### src/rtl/l1_l2_arbiter.sv
// Round-robin arbiter sharing the single L2 request port between L1I and L1D.
// One transaction is latched per grant and held stable until L2 signals ready.
module l1_l2_arbiter #(
    parameter int unsigned TAG_W   = 22,
    parameter int unsigned IDX_W   = 4,
    parameter int unsigned TIMEOUT = 1024,
    parameter int unsigned CNT_W   = 11
) (
    input  logic             clk,
    input  logic             nrst,
    // L1I refill side
    input  logic             read_L1I_L2,
    input  logic [TAG_W-1:0] tag_L1I_L2,
    input  logic [IDX_W-1:0] index_L1I_L2,
    output logic             ready_L2_L1I,
    // L1D refill / write-back side
    input  logic             read_L1D_L2,
    input  logic             write_L1D_L2,
    input  logic [TAG_W-1:0] tag_L1D_L2,
    input  logic [IDX_W-1:0] index_L1D_L2,
    input  logic [TAG_W-1:0] write_tag_L1D_L2,
    input  logic [IDX_W-1:0] write_index_L1D_L2,
    output logic             ready_L2_L1D,
    // L2 side
    output logic             read_L1_L2,
    output logic             write_L1_L2,
    output logic [TAG_W-1:0] tag_L1_L2,
    output logic [IDX_W-1:0] index_L1_L2,
    input  logic             ready_L2_L1,
    // status
    output logic [1:0]       grant_o,
    output logic             timeout_o
);

    typedef enum logic [1:0] {
        IDLE  = 2'd0,
        GNT_I = 2'd1,
        GNT_D = 2'd2
    } state_e;

    localparam logic [CNT_W-1:0] TIMEOUT_CNT = CNT_W'(TIMEOUT);

    state_e             state_q, state_d;
    logic               read_q, read_d;
    logic               write_q, write_d;
    logic [TAG_W-1:0]   tag_q, tag_d;
    logic [IDX_W-1:0]   index_q, index_d;
    logic [1:0]         grant_q, grant_d;
    logic               timeout_q, timeout_d;
    logic [CNT_W-1:0]   cnt_q, cnt_d;
    logic               last_d_q, last_d_d;   // 1: L1D owned the last grant

    logic req_i;
    logic req_d;
    logic pick_d;

    assign req_i  = read_L1I_L2;
    assign req_d  = read_L1D_L2 | write_L1D_L2;
    // L1D wins when alone, or on a tie when L1I was served last
    assign pick_d = req_d & (~req_i | ~last_d_q);

    // State and registered outputs
    always_ff @(posedge clk or negedge nrst) begin
        if (!nrst) begin
            state_q   <= IDLE;
            read_q    <= 1'b0;
            write_q   <= 1'b0;
            tag_q     <= '0;
            index_q   <= '0;
            grant_q   <= 2'b00;
            timeout_q <= 1'b0;
            cnt_q     <= '0;
            last_d_q  <= 1'b0;
        end else begin
            state_q   <= state_d;
            read_q    <= read_d;
            write_q   <= write_d;
            tag_q     <= tag_d;
            index_q   <= index_d;
            grant_q   <= grant_d;
            timeout_q <= timeout_d;
            cnt_q     <= cnt_d;
            last_d_q  <= last_d_d;
        end
    end

    // Grant selection, transaction latch, completion and wait counting
    always_comb begin
        state_d   = state_q;
        read_d    = read_q;
        write_d   = write_q;
        tag_d     = tag_q;
        index_d   = index_q;
        grant_d   = grant_q;
        timeout_d = timeout_q;
        cnt_d     = cnt_q;
        last_d_d  = last_d_q;

        case (state_q)
            IDLE: begin
                if (pick_d) begin
                    state_d = GNT_D;
                    grant_d = 2'b10;
                    cnt_d   = '0;
                    if (write_L1D_L2) begin
                        // write-back first; a pending refill gets its own grant later
                        write_d = 1'b1;
                        read_d  = 1'b0;
                        tag_d   = write_tag_L1D_L2;
                        index_d = write_index_L1D_L2;
                    end else begin
                        write_d = 1'b0;
                        read_d  = 1'b1;
                        tag_d   = tag_L1D_L2;
                        index_d = index_L1D_L2;
                    end
                end else if (req_i) begin
                    state_d = GNT_I;
                    grant_d = 2'b01;
                    cnt_d   = '0;
                    write_d = 1'b0;
                    read_d  = 1'b1;
                    tag_d   = tag_L1I_L2;
                    index_d = index_L1I_L2;
                end
            end
            GNT_I, GNT_D: begin
                if (ready_L2_L1) begin
                    state_d  = IDLE;
                    read_d   = 1'b0;
                    write_d  = 1'b0;
                    grant_d  = 2'b00;
                    cnt_d    = '0;
                    last_d_d = (state_q == GNT_D);
                end else begin
                    if (cnt_q != TIMEOUT_CNT) begin
                        cnt_d = cnt_q + CNT_W'(1);
                    end
                    if (cnt_d == TIMEOUT_CNT) begin
                        timeout_d = 1'b1;
                    end
                end
            end
            default: begin
                state_d = IDLE;
                read_d  = 1'b0;
                write_d = 1'b0;
                grant_d = 2'b00;
            end
        endcase
    end

    // Ready is routed to the current owner only, in the same cycle
    assign ready_L2_L1I = ready_L2_L1 & (state_q == GNT_I);
    assign ready_L2_L1D = ready_L2_L1 & (state_q == GNT_D);

    assign read_L1_L2  = read_q;
    assign write_L1_L2 = write_q;
    assign tag_L1_L2   = tag_q;
    assign index_L1_L2 = index_q;
    assign grant_o     = grant_q;
    assign timeout_o   = timeout_q;

endmodule

### config.mk
export PLATFORM = sky130hd
export DESIGN_NAME = l1_l2_arbiter
export DESIGN_NICKNAME = d
export VERILOG_FILES = /design/src/rtl/l1_l2_arbiter.sv
export SDC_FILE = /design/constraint.sdc
export NUM_CORES = 1
export LEC_CHECK = 0
export CAP_MARGIN = 10
export CORE_MARGIN = 10
export CORE_UTILIZATION = 42
export CTS_CLUSTER_DIAMETER = 50
export DETAILED_ROUTE_END_ITERATION = 8
export PLACE_DENSITY_LB_ADDON = 0.08
export SLEW_MARGIN = 30
export SYNTH_ARGS = -nofsm -noshare
export SYNTH_HDL_FRONTEND = slang
export SYNTH_SLANG_ARGS = --single-unit
### constraint.sdc
create_clock -name clk -period 2.4 [get_ports clk]
set_clock_uncertainty 0.05 [all_clocks]
set_input_delay 0.48 -clock clk [delete_from_list [all_inputs] [get_ports clk]]
set_output_delay 0.48 -clock clk [all_outputs]
set_load 0.03 [all_outputs]
==> impl_metrics.ini <==
[place]
gp_congestion = 0.887
port_buffers = 116
dp_hpwl_mm = 5.98

[synthesis]
yosys_warnings = 0
synth.area.top_cells = dfrtp_1 41%, mux2i_1 11%, o21ai_0 7.1%, a21oi_1 6.1%, nand2_1 5.6%
yosysTopAreaCell = dfrtp_1
synth_compound_area_frac = 0.214
synthFlopType = dfrtp_1
synth_top_family_by_area = compound AO/OA/AOI/OAI gates
muxShareOfSynthArea = 0.111
synth_nets = 392
synth_fa_ha_area_frac = 0.0239
yosys.area_share.simple = 0.185
postSynthAreaPerCell_um2 = 8.65
synth.distinct_cells = 44
syn_inst = 303
synth_xor_area_frac = 0.00334
async_reset_ff_frac = 1.00
ys_ff_latch = 43
synth_top_area_frac = 0.411
yosysSeqAreaShare = 0.411
synthesis.area_um2 = 2620
synth_edf_count = 0

[setup_path]
required_ns = 2.56
crit_path_max_incr_delay_ns = 0.55
cp-start-kind = input port
reg2regPathDepth = 6
critical_path.slowest_cell = clkdlybuf4s50_1
critPathTopFamily = compound AO/OA/AOI/OAI gates
crit_path_start = read_L1D_L2
worst-path-buf-inv = 1
path_depth = 5
r2r-start = grant_o[0]$_DFFE_PN0P_
path_class = input port to flip-flop
worstPathArrival_ns = 2.16
cp_cell_sequence = clkdlybuf4s50_1 > o31ai_4 > a21boi_2 > o21ai_0 > o31ai_1
crit_path_end_kind = flip-flop
crit_path_max_fanout = 12

[detailed_routing]
viasPerCell = 5.22
dr.pass1.iters = 4
drt_iter0_drc = 103
drc = 0
wl_per_cell_um = 15.8
vias = 2531
ant_nets = 0
drt-total-wl_mm = 7.65

[global_routing]
use_met2 = 0.246
busiest_layer = met2
antenna_found_initial = 0
grt_overflow = 0
grt_use_met3 = 0.0768
track_usage = 0.150
grt_pass1_wl_mm = 12.2
grt_pass1_vias = 2516
grt_max_degree = 54
grt_util_met1 = 0.165

[final_layout]
nFillCells = 532
diodes = 0
area_delta_synth_final_pct = 49.6
finish.utilization = 0.655
drive_gt1_frac = 0.0683
seqCellArea_um2 = 1080
nets = 498
multi_input_area_um2 = 1430

[floorplan]
core_region_area_um2 = 5990
rows = 28
die-width_um = 99
start_util = 0.438
die-area_um2 = 9800
top_level_ports = 117
die_height_um = 99

[clock_network]
ctsResizeCount = 0
htree_num_levels = 2
clockBufferDepth = 2
post_cts_buffers = 0
clock_latency_ns = 0.30
cts_buffers = 5
cts_root_buf = clkbuf_8
cts_hold_buf = 0
cts_tree = yes
path_clk_slew_ns = 0.08
cts_sinks = 43

[hold_path]
hold_class = input port to asynchronous set/reset pin

[power_and_ir_drop]
p_seq_frac = 0.301
combPwrFrac = 0.572
pwr-share-clk = 0.127
p_total_mw = 3.95
leakagePower_nw = 1.66
irDropWorstVdd_v = 0.000747
power.share.switching = 0.445
power.switching_mw = 1.76
p_int_mw = 2.19
power.density_nw_per_um2 = 1010

[timing]
fin_crit_sh = 0.837
rsz0062_at_grt = false
fin_tns_setup_ns = 0
finalSetupViolCount = 0
worst-slew-pin-transition_ns = 0.573
fmax_ghz = 0.498
max_slew_margin = 0.616
period_minus_slack_ns = 2.01
drv_slew = 0
hold_violations = 0

[status]
status = finished clean

[job]
cap_violations = 0
## worst paths after layout
| kind | end | slack (ns) |
|---|---|---|
| setup / recovery | cnt_q[6]$_DFFE_PN0P_ | 0.39 |
| hold / removal | cnt_q[1]$_DFFE_PN0P_ | 0.21 |
| setup reg to reg | timeout_o$_DFFE_PN0P_ | 0.43 |
| hold reg to reg | timeout_o$_DFFE_PN0P_ | 0.41 |
| max in group asynchronous | index_L1_L2[3]$_DFFE_PN0P_ | 1.72 |
| min in group clk | timeout_o$_DFFE_PN0P_ | 0.41 |
## power by group through the flow
stage	combinational, mW	clock, mW	sequential, mW
after global routing	2.48	0.542	1.23
after floorplan	0.926	0	1.64
after global placement	2.26	0	1.19
after detailed placement	2.29	0	1.20
final	2.26	0.503	1.19
after CTS	2.30	0.520	1.19
## layout make-up
class                           instances  share of cell area
Clock buffer                            8              0.0255
Inverter                                8             0.00766
Multi-Input combinational cell        230               0.363
Sequential cell                        43               0.274
Tap cell                               75              0.0239
Timing Repair Buffer                  121               0.305
## logic make-up after synthesis
kind of cell	count (synthesis)
adders and majority gates	5
xor gates and xnor gates	1
buffers and inverters	30
AOI/OAI and AO/OA	92
DFF	43
and+or+nand+nor	103
muxes	29
## worst register-to-register path, cell delays in order, from the launching register on
cell and delay (ns):
dfrtp_1 0.41, inv_1 0.08, ha_1 0.36, or3b_2 0.47
nor4_2 0.19, o2bb2ai_1 0.13, o41ai_2 0.19
## metrics by stage
stage / instance area [um^2] / instances / worst slack (ns) / hold slack (ns)
floorplan: 2620 / 303 / 0.376 / 0.134
global placement: 3820 / 477 / 0.116 / 0.406
detailed placement: 3820 / 477 / 0.0710 / 0.398
CTS: 3920 / 485 / 0.280 / 0.219
global route: 3920 / 485 / 0.227 / 0.239
finish: 3920 / 485 / 0.392 / 0.208
## cell usage in the layout, fill, tap and decap left out, types with 2 or more instances in the layout
master             n
nand3_1            4
nand2b_1           2
a211oi_1           4
ha_1               5
nor3_1             4
o31ai_1            2
nand4_1            6
and4_1             2
o21ai_0           37
inv_1              7
nor2_1            33
clkdlybuf4s50_1  112
and3_1             2
a21oi_1           32
dfrtp_1           43
and2_1             3
a311oi_1           2
mux2i_1           28
a31oi_1            2
buf_2              2
a22o_1             2
clkbuf_8           7
nand2_1           39
buf_4              6
## sequential cells by signal, indices dropped and copies added (netlist names)
signal,count
write_L1_L2,1
timeout_o,1
tag_L1_L2,22
read_L1_L2,1
grant_o,2
cnt_q,11
last_d_q,1
index_L1_L2,4
## cell usage after synthesis, types with 2 or more instances
library cell / instances
nor2_1: 34
a22o_1: 2
nand3_1: 4
ha_1: 5
buf_2: 6
clkbuf_1: 12
o31ai_1: 2
and3_1: 2
dfrtp_1: 43
inv_1: 7
a31oi_1: 2
mux2i_1: 28
a311oi_1: 2
buf_4: 4
nand4_1: 6
nor3_1: 4
nand2b_1: 2
and2_1: 3
a211oi_1: 4
o21ai_0: 37
and4_1: 2
a21oi_1: 32
nand2_1: 39
## routing by layer
metal / wire [um] / up-vias
li1: - / 1285
met1: 2970 / 1142
met2: 3700 / 97
met3: 892 / 7
met4: 80 / 0
met5: 0 / -
(Power assumes the default switching activity.)
